**src/rtl/mem_access_ctrl_if.sv**
```systemverilog
// Bus between the MEM-stage pipeline, mem_access_ctrl and the data RAM port.
// slave: the controller side; master: the pipeline/RAM side that drives requests and read data.
interface mem_access_ctrl_if #(parameter int ADDR_BITS = 12);
  logic                 req;
  logic                 we;
  logic [2:0]           op;
  logic [ADDR_BITS-1:0] addr;
  logic [31:0]          wdata;
  logic                 busy;
  logic                 done;
  logic [31:0]          rdata;
  logic                 err;
  logic                 ram_rw;
  logic [3:0]           ram_sel;
  logic [ADDR_BITS-3:0] ram_addr;
  logic [31:0]          ram_data_in;
  logic [31:0]          ram_data_out;

  modport slave (
    input  req, we, op, addr, wdata, ram_data_out,
    output busy, done, rdata, err, ram_rw, ram_sel, ram_addr, ram_data_in
  );

  modport master (
    output req, we, op, addr, wdata, ram_data_out,
    input  busy, done, rdata, err, ram_rw, ram_sel, ram_addr, ram_data_in
  );
endinterface

```
**src/rtl/mem_access_ctrl.sv**
```systemverilog
// MEM-stage load/store initiator for the data RAM: IDLE -> ACCESS -> DONE, one access per 3 cycles.
// Optional MEM_MISALIGN_TRAP_EN: misaligned half/word requests skip the RAM and finish with err=1.
module mem_access_ctrl #(
  parameter int ADDR_BITS = 12
) (
  input logic         clk,
  input logic         rst,
  mem_access_ctrl_if.slave bus
);
  localparam int DATA_W = 32;

  typedef enum logic [1:0] {IDLE, ACCESS, DONE} state_t;

  state_t               state;
  state_t               state_nxt;
  logic                 we_p0;
  logic [2:0]           op_p0;
  logic [ADDR_BITS-1:0] addr_p0;
  logic [DATA_W-1:0]    wdata_p0;
  logic [DATA_W-1:0]    rdata_p1;
  logic                 ram_rw;
  logic [3:0]           ram_sel;
  logic [ADDR_BITS-3:0] ram_addr;
  logic [DATA_W-1:0]    ram_data_in;

  // op[1:0]: 00 byte, 01 half, 1x word (undefined encodings fall into word)
  function automatic logic [DATA_W-1:0] load_extend(input logic [DATA_W-1:0] word,
                                                    input logic [2:0] op,
                                                    input logic [1:0] off);
    logic [7:0]               b;
    logic [15:0]              h;
    logic signed [DATA_W-1:0] r;
    b = word[{off, 3'b000} +: 8];
    h = off[1] ? word[31:16] : word[15:0];
    case (op[1:0])
      2'b00:   r = op[2] ? {24'b0, b} : {{24{b[7]}}, b};
      2'b01:   r = op[2] ? {16'b0, h} : {{16{h[15]}}, h};
      default: r = word;
    endcase
    return r;
  endfunction

  function automatic logic [3:0] lane_sel(input logic [2:0] op, input logic [1:0] off);
    case (op[1:0])
      2'b00:   return 4'b0001 << off;
      2'b01:   return off[1] ? 4'b1100 : 4'b0011;
      default: return 4'b1111;
    endcase
  endfunction

  function automatic logic [DATA_W-1:0] lane_data(input logic [2:0] op, input logic [1:0] off,
                                                  input logic [DATA_W-1:0] w);
    case (op[1:0])
      2'b00:   return {24'b0, w[7:0]} << {off, 3'b000};
      2'b01:   return off[1] ? {w[15:0], 16'b0} : {16'b0, w[15:0]};
      default: return w;
    endcase
  endfunction

`ifdef MEM_MISALIGN_TRAP_EN
  logic misaligned;
  logic err_p1;

  assign misaligned = ((bus.op[1:0] == 2'b01) && bus.addr[0]) ||
                      (bus.op[1] && (bus.addr[1:0] != 2'b00));

  always_ff @(posedge clk) begin
    if (rst)
      err_p1 <= 1'b0;
    else if (state == IDLE && bus.req)
      err_p1 <= misaligned;
  end

  assign bus.err = err_p1 && (state == DONE);
`else
  assign bus.err = 1'b0;
`endif

  always_ff @(posedge clk) begin
    if (rst)
      state <= IDLE;
    else
      state <= state_nxt;
  end

  // Stage p0: request captured in IDLE
  always_ff @(posedge clk) begin
    if (state == IDLE && bus.req) begin
      we_p0    <= bus.we;
      op_p0    <= bus.op;
      addr_p0  <= bus.addr;
      wdata_p0 <= bus.wdata;
    end
  end

  // Stage p1: load result registered at the ACCESS edge
  always_ff @(posedge clk) begin
    if (rst)
      rdata_p1 <= '0;
    else if (state == ACCESS && !we_p0)
      rdata_p1 <= load_extend(bus.ram_data_out, op_p0, addr_p0[1:0]);
  end

  always_comb begin
    state_nxt   = state;
    ram_rw      = 1'b0;
    ram_sel     = 4'b0000;
    ram_addr    = '0;
    ram_data_in = '0;
    case (state)
      IDLE: begin
        if (bus.req) begin
`ifdef MEM_MISALIGN_TRAP_EN
          state_nxt = misaligned ? DONE : ACCESS;
`else
          state_nxt = ACCESS;
`endif
        end
      end
      ACCESS: begin
        state_nxt = DONE;
        ram_addr  = addr_p0[ADDR_BITS-1:2];
        if (we_p0) begin
          ram_rw      = 1'b1;
          ram_sel     = lane_sel(op_p0, addr_p0[1:0]);
          ram_data_in = lane_data(op_p0, addr_p0[1:0], wdata_p0);
        end else begin
          ram_sel = 4'b1111;
        end
      end
      DONE:    state_nxt = IDLE;
      default: state_nxt = IDLE;
    endcase
  end

  assign bus.busy        = (state != IDLE);
  assign bus.done        = (state == DONE);
  assign bus.rdata       = rdata_p1;
  assign bus.ram_rw      = ram_rw;
  assign bus.ram_sel     = ram_sel;
  assign bus.ram_addr    = ram_addr;
  assign bus.ram_data_in = ram_data_in;
endmodule
```
**src/flat_wrapper.sv**
```systemverilog
// flat-port wrapper written by rule: the top's interface ports become plain ports
module mem_access_ctrl_flat 
#(
  parameter int ADDR_BITS = 12
)
  (clk, rst, bus_req, bus_we, bus_op, bus_addr, bus_wdata, bus_ram_data_out, bus_busy, bus_done, bus_rdata, bus_err, bus_ram_rw, bus_ram_sel, bus_ram_addr, bus_ram_data_in);
  mem_access_ctrl_if #(.ADDR_BITS(ADDR_BITS)) bus_i ();
  input logic clk;
  input logic rst;
  input wire logic [$bits(bus_i.req)-1:0] bus_req;
  input wire logic [$bits(bus_i.we)-1:0] bus_we;
  input wire logic [$bits(bus_i.op)-1:0] bus_op;
  input wire logic [$bits(bus_i.addr)-1:0] bus_addr;
  input wire logic [$bits(bus_i.wdata)-1:0] bus_wdata;
  input wire logic [$bits(bus_i.ram_data_out)-1:0] bus_ram_data_out;
  output wire logic [$bits(bus_i.busy)-1:0] bus_busy;
  output wire logic [$bits(bus_i.done)-1:0] bus_done;
  output wire logic [$bits(bus_i.rdata)-1:0] bus_rdata;
  output wire logic [$bits(bus_i.err)-1:0] bus_err;
  output wire logic [$bits(bus_i.ram_rw)-1:0] bus_ram_rw;
  output wire logic [$bits(bus_i.ram_sel)-1:0] bus_ram_sel;
  output wire logic [$bits(bus_i.ram_addr)-1:0] bus_ram_addr;
  output wire logic [$bits(bus_i.ram_data_in)-1:0] bus_ram_data_in;
  assign bus_i.req = bus_req;
  assign bus_i.we = bus_we;
  assign bus_i.op = bus_op;
  assign bus_i.addr = bus_addr;
  assign bus_i.wdata = bus_wdata;
  assign bus_i.ram_data_out = bus_ram_data_out;
  assign bus_busy = bus_i.busy;
  assign bus_done = bus_i.done;
  assign bus_rdata = bus_i.rdata;
  assign bus_err = bus_i.err;
  assign bus_ram_rw = bus_i.ram_rw;
  assign bus_ram_sel = bus_i.ram_sel;
  assign bus_ram_addr = bus_i.ram_addr;
  assign bus_ram_data_in = bus_i.ram_data_in;
  mem_access_ctrl #(.ADDR_BITS(ADDR_BITS)) u_core (.clk(clk), .rst(rst), .bus(bus_i));
endmodule
```
**config.mk**
```make
export PLATFORM = sky130hd
export DESIGN_NAME = mem_access_ctrl_flat
export DESIGN_NICKNAME = d
export VERILOG_FILES = /design/src/rtl/mem_access_ctrl_if.sv /design/src/rtl/mem_access_ctrl.sv /design/src/flat_wrapper.sv
export SDC_FILE = /design/constraint.sdc
export NUM_CORES = 1
export LEC_CHECK = 0
export CORE_AREA = 3 3 99 101
export DETAILED_ROUTE_END_ITERATION = 7
export DIE_AREA = 0 0 102 104
export DONT_BUFFER_PORTS = 1
export PLACE_DENSITY = 0.6
export SETUP_SLACK_MARGIN = 0.02
export SLEW_MARGIN = 40
export SYNTH_ARGS = -nofsm -noshare
export SYNTH_HDL_FRONTEND = slang
export SYNTH_SLANG_ARGS = --single-unit
```
**constraint.sdc**
```tcl
create_clock -name clk -period 4.1 [get_ports clk]
set_clock_uncertainty 0.2 [all_clocks]
set_input_delay 0.82 -clock clk [delete_from_list [all_inputs] [get_ports clk]]
set_output_delay 0.82 -clock clk [all_outputs]
set_load 0.05 [all_outputs]
```
==> qor.txt, run 1 <==
Clk pin slew, worst setup/hold paths: 90 ps
Worst path slowest cell: edfxtp_1
Mapped Avg Cell Area: 11.2 um2
Synth top area share: 0.386
setup repair bufs after CTS: 0
num rows: 35
outcome: complete, no violations
Ports: 165
IO Port Bufs: 0
via count: 2791
hold slack: 321 ps
# diodes: 0
via count of the first global-routing pass: 2759
Final Max Slew Viols: 0
Routed WL: 10300 um
final setup margin: 467 ps
hold-fix buffers at CTS: 0
Internal Power: 1220 uW
Synth Area in Simple Gates: 0.164
DRC violations left: 0
Worst path max stage delay: 580 ps
Die Y: 104 um
Relative slew margins: 0.456
Synth Flop Type: edfxtp_1
Synth area leader: edfxtp_1
Post-Route Setup TNS: 0 ps
mux contribution to synthesized area: 0.0144
FMAX: 275 MHz
worst vdd ir: 0.000212 V
sequential share of power: 0.566
CTS tree: built
Post-Syn Area: 0.00374 mm2
adder-cell share of the synthesized area: 0
antenna violations before repair: 0
nets: 442
CP required: 3080 ps
post-synth cell types: 40
final setup fails: 0
post-synthesis compound-gate area fraction: 0.212
Crit Path Category: register to output pin
Initial Util: 0.410
DR vias/cell: 5.88
Total GRT Usage: 0.189
Max-Cap Viols: 0
Power per Cell Area: 420 mW/mm2
Worst Path Arrival: 2610 ps
min Tclk post-route: 3630 ps
XOR/XNOR share of the synthesized area: 0
syn nets: 418
Tcrit/Tclk final: 0.886
drt wl/cell: 21.7 um
Detailed Routing Iterations Pass 1: 4
hold crit path type: input port to register
synth top area cells: edfxtp_1 39%, dfxtp_1 18%, nor2_1 5.7%
PostCTS Resize Cnt: 0
Final Hold Fails: 0
total grt overflow: 0
WP buf/inv: 0
Post-DRT Antenna Nets: 0
crit-path cells: nand2b_1 > a21oi_1 > nor2_1 > and2_1
Seq/Total Area, Yosys: 0.568
DRT iter0 DRCs: 176
Synth-to-Final Area Change: 13.3%
area of the die: 0.0106 mm2
Sw Ratio: 0.314
GPL Wtd Cong: 0.804
Gate power share: 0.129
CP top delay family: simple AND/OR/NAND/NOR gates
yosys warns: 0
Post-synth EDFFs: 48
RSZ-0062 raised after global routing: false
detailed placer's ending HPWL: 7540 um
LEAKAGE: 0.00147 uW
ys async rst share: 0
largest net degree at the start of global routing: 31
htree depth: 3
CTS root buf: clkbuf_8
chip width: 102 um
clk_lat worst skew: 350 ps
Core Region: 0.00911 mm2
Synth Register Bits: 82
share of cells above drive strength 1: 0.206
TritonCTS Sinks: 82
Clk network pwr share: 0.305
sw power: 559 uW
Slew @ Worst Pin: 816 ps
Layout Utilization: 0.465
total CTS buffers: 9
CP Capture Type: output pin
Mapped Cells: 335
largest family of logic cells by synthesized area: compound AO/OA/AOI/OAI gates
first-pass GRT wire length: 15200 um
crit path max fanout: 13
Place WS: 800 ps
Setup crit start kind: register
clock buffer depth: 2
==> worst paths after layout <==
check / start / to / slack, ps / cells past startpoint
setup / recovery: u_core.addr_p0[0] / bus_ram_data_in[0] / 470 / 4
hold / removal: rst / u_core.bus.rdata[9] / 320 / 1
setup reg to reg: u_core.state[0] / u_core.bus.rdata[13] / 1730 / 4
hold reg to reg: u_core.op_p0[2] / u_core.bus.rdata[15] / 360 / 2
==> sequential cells by signal, summed over array words and instances, names as in the netlist <==
name	cells
u_core.addr_p0	12
u_core.bus.rdata	32
u_core.op_p0	3
u_core.state	2
u_core.wdata_p0	32
u_core.we_p0	1
==> metal layers <==
layer  share of wire  wire length (um)  GRT usage
met2            0.48              4910      0.307
met4          0.0099               102     0.0544
met3            0.12              1260     0.0932
met5               0                 0          0
met1            0.39              4040      0.220
==> layout make-up <==
| class | count | area, um2 |
|---|---|---|
| Fill cell | 861 | 4880 |
| Sequential cell | 82 | 2120 |
| Multi-Input combinational cell | 224 | 1480 |
| Timing Repair Buffer | 38 | 304 |
| Tap cell | 111 | 139 |
| Clock buffer | 9 | 124 |
| Clock inverter | 7 | 52.6 |
| Inverter | 4 | 15.0 |
==> worst register-to-register path: cells and delay by family (launching register included) <==
family | cells | cell delay [ps]
compound gates | 2 | 590
flops | 1 | 400
simple gates | 2 | 1060
==> cell families (layout without fill, tap and decap cells) <==
family,count (synthesis),after routing
AO/OA/AOI/OAI,105,105
buffers and inverters,29,58
flip-flops,82,82
multiplexers,4,4
other,1,1
AND/OR/NAND/NOR,114,114
==> layout by cell type (no fill, tap or decap), types with 2 or more instances in the layout <==
master      netlist  layout
inv_1             4       4
a22oi_1          23      23
edfxtp_1         48      48
nor2_4            1       2
nand2b_1          6       6
nand2_1           5       5
dfxtp_1          34      34
a21oi_1          28      28
clkinvlp_4        0       4
nor4bb_1          7       7
a211oi_1         19      19
mux2i_1           2       2
a221o_1           7       7
a211oi_2          7       7
a222oi_1          8       8
a31oi_1           7       7
and2_1           18      18
nor2b_1           4       3
clkbuf_8          0       9
o21ai_0           2       2
nand3_1           7       7
nor2_1           57      56
buf_4             8      35
buf_8             0       2
inv_6             0       2
==> power by group through the flow <==
stage          Clock [uW]  Sequential [uW]  Combinational, uW
3_5_place_dp            0             1030                227
4_1_cts               556             1010                228
2_1_floorplan           0             1020                190
6_report              542             1010                230
3_3_place_gp            0             1030                219
5_1_grt               592             1010                250
==> per-stage QoR <==
stage / cell area (um2) / instances / power (uW)
floorplan: 3740 / 335 / 1210
global placement: 4010 / 456 / 1250
detailed placement: 4040 / 458 / 1260
CTS: 4220 / 474 / 1790
global route: 4230 / 475 / 1850
finish: 4230 / 475 / 1780
==> cell usage after synthesis, drive strengths merged (5+ instances only) <==
cell,instances
edfxtp,48
nand3,7
a211oi,26
clkbuf,8
nor2,59
nand2,5
nor4bb,7
a221o,7
a31oi,7
a21oi,29
and2,18
nand2b,7
a22oi,23
a222oi,8
buf,17
dfxtp,34
Power figures use the tool's default switching activity.
==> run 2: changes to the inputs <==
--- a/config.mk
+++ b/config.mk
@@ -5,10 +5,11 @@
 export SDC_FILE = /design/constraint.sdc
 export NUM_CORES = 1
 export LEC_CHECK = 0
-export CORE_AREA = 3 3 99 101
+export CORE_AREA = 2 2 98 100
 export DETAILED_ROUTE_END_ITERATION = 7
-export DIE_AREA = 0 0 102 104
+export DIE_AREA = 0 0 100 102
 export DONT_BUFFER_PORTS = 1
+export HOLD_SLACK_MARGIN = 0.1
 export PLACE_DENSITY = 0.6
 export SETUP_SLACK_MARGIN = 0.02
 export SLEW_MARGIN = 40
==> run 2 against run 1 <==
Clock power is 33% higher. Worst hold slack improved by 6.1 ps. Critical path depth stayed put. Global-route usage increased by 0.63 points. Wire length down 0.57%. Count of clock-buffer cells in the layout stayed put. Fmax is 2.4% lower. Non-clock buffer count decreased by 1. Via count rose by 2.3%. Utilization increased by 0.73 points. Power is 10% higher. Critical path type unchanged. Critical endpoint is now bus_ram_data_in[5].
==> qor.txt, run 2 (same netlist as run 1, synthesis figures left out) <==
num rows: 35 (unchanged)
Ports: 165 (unchanged)
antenna violations before repair: 0 (unchanged)
total power: 1960 uW (was 1780 uW)
GPL Wtd Cong: 0.814 (was 0.804)
drt wl/cell: 21.6 um (was 21.7 um)
DR vias/cell: 6.02 (was 5.88)
Hold Crit Start: rst (unchanged)
nets: 441 (was 442)
CP required: 3080 ps (about the same)
Core Region: 0.00911 mm2 (unchanged)
share of cells above drive strength 1: 0.204 (was 0.206)
area of the die: 0.0102 mm2 (was 0.0106 mm2)
LEAKAGE: 0.00151 uW (was 0.00147 uW)
FMAX: 269 MHz (was 275 MHz)
met1 WL: 3840 um (was 4040 um)
met3 WL post-DR: 1310 um (was 1260 um)
outcome: complete, no violations (unchanged)
Crit Path Category: register to output pin (unchanged)
Post-DRT Antenna Nets: 0 (unchanged)
DRT iter0 DRCs: 171 (was 176)
Setup crit start kind: register (unchanged)
min Tclk post-route: 3720 ps (was 3630 ps)
worst vdd ir: 0.000192 V (was 0.000212 V)
Max-Cap Viols: 0 (unchanged)
TritonCTS Sinks: 82 (unchanged)
launch point of the worst reg-to-reg path: u_core.state[0] (unchanged)
Synth-to-Final Area Change: 15.0% (was 13.3%)
Initial Util: 0.410 (unchanged)
Die Y: 102 um (was 104 um)
setup repair bufs after CTS: 0 (unchanged)
Post-Route Setup TNS: 0 ps (unchanged)
wire length on met2: 4910 um (about the same)
Final Hold Fails: 0 (unchanged)
DRC violations left: 0 (unchanged)
total CTS buffers: 9 (unchanged)
RSZ-0062 raised after global routing: false (unchanged)
CP Capture Type: output pin (unchanged)
hold crit path type: input port to register (unchanged)
Final Max Slew Viols: 0 (unchanged)
Setup crit start: u_core.op_p0[0] (was u_core.addr_p0[0])
final setup margin: 379 ps (was 467 ps)
final setup fails: 0 (unchanged)
chip width: 100 um (was 102 um)
Clk pin slew, worst setup/hold paths: 90 ps (about the same)
Worst Path Arrival: 2700 ps (was 2610 ps)
DR top layer: met4 (unchanged)
via count: 2854 (was 2791)
Detailed Routing Iterations Pass 1: 5 (was 4)
Power per Cell Area: 455 mW/mm2 (was 420 mW/mm2)
# diodes: 0 (unchanged)
detailed placer's ending HPWL: 7330 um (was 7540 um)
Slew @ Worst Pin: 844 ps (was 816 ps)
commonest non-fill, non-tap cell in the layout: nor2_1 (unchanged)
Place WS: 770 ps (was 800 ps)
Total GRT Usage: 0.196 (was 0.189)
CTS root buf: clkbuf_8 (unchanged)
total grt overflow: 0 (unchanged)
htree depth: 3 (unchanged)
clock buffer depth: 2 (unchanged)
most frequent cells in the layout: 56 x nor2_1, 48 x edfxtp_1, 36 x buf_4 (was 56 x nor2_1, 48 x edfxtp_1, 35 x buf_4)
hold slack: 327 ps (was 321 ps)
via count of the first global-routing pass: 2881 (was 2759)
hold-fix buffers at CTS: 0 (unchanged)
Relative slew margins: 0.437 (was 0.456)
first-pass GRT wire length: 15200 um (about the same)
Routed WL: 10200 um (was 10300 um)
crit path max fanout: 16 (was 13)
largest net degree at the start of global routing: 31 (unchanged)
clk_lat worst skew: 350 ps (about the same)
PostCTS Resize Cnt: 0 (unchanged)
CTS tree: built (unchanged)
IO Port Bufs: 0 (unchanged)
Tcrit/Tclk final: 0.908 (was 0.886)
run 2: area by class of cell:
cell class | count | area (um2)
Tap cell | 111 | 139
Timing Repair Buffer | 37 | 298
Clock buffer | 9 | 124
Fill cell | 839 | 4810
Inverter | 4 | 15.0
Sequential cell | 82 | 2120
Multi-Input combinational cell | 224 | 1480
Clock inverter | 7 | 125
run 2: per-stage QoR:
step,cells,area (um2),util
final,474,4300,0.472
after global routing,474,4300,0.472
after CTS,474,4300,0.472
after detailed placement,458,4050,0.445
after global placement,457,4020,0.441
after floorplan,335,3740,-
run 2: worst max-delay path: stages, from the launching register on:
cell and delay (ps):
edfxtp_1 660, nand2b_1 480, a21oi_1 230, nor2_1 460, and2_1 530
run 2: metal layers:
metal | GRT usage | up-vias
li1 | - | 1321
met1 | 0.220 | 1353
met2 | 0.329 | 164
met3 | 0.0910 | 16
met4 | 0.0706 | 0
met5 | 0 | -
run 2: final timing paths:
| check | slack [ps] | cells after the start | to |
|---|---|---|---|
| max reg2reg | 1700 | 4 | u_core.bus.rdata[8] |
| min | 330 | 1 | u_core.bus.rdata[11] |
| max | 380 | 4 | bus_ram_data_in[5] |
| min reg2reg | 350 | 2 | u_core.bus.rdata[15] |
run 2: report_power, final:
group | leakage, uW | switching [uW] | internal, uW
Sequential | 0.000737 | 82.7 | 925
Clock | 0.000118 | 308 | 411
Combinational | 0.000650 | 158 | 71.0
Total | 0.00151 | 549 | 1410
==> run 3: changes to the inputs <==
--- a/config.mk
+++ b/config.mk
@@ -9,7 +9,7 @@
 export DETAILED_ROUTE_END_ITERATION = 7
 export DIE_AREA = 0 0 100 102
 export DONT_BUFFER_PORTS = 1
-export HOLD_SLACK_MARGIN = 0.1
+export HOLD_SLACK_MARGIN = 0.12
 export PLACE_DENSITY = 0.6
 export SETUP_SLACK_MARGIN = 0.02
 export SLEW_MARGIN = 40
==> results of run 3 <==
Final layout, timing and power as in run 2 (identical DEF).
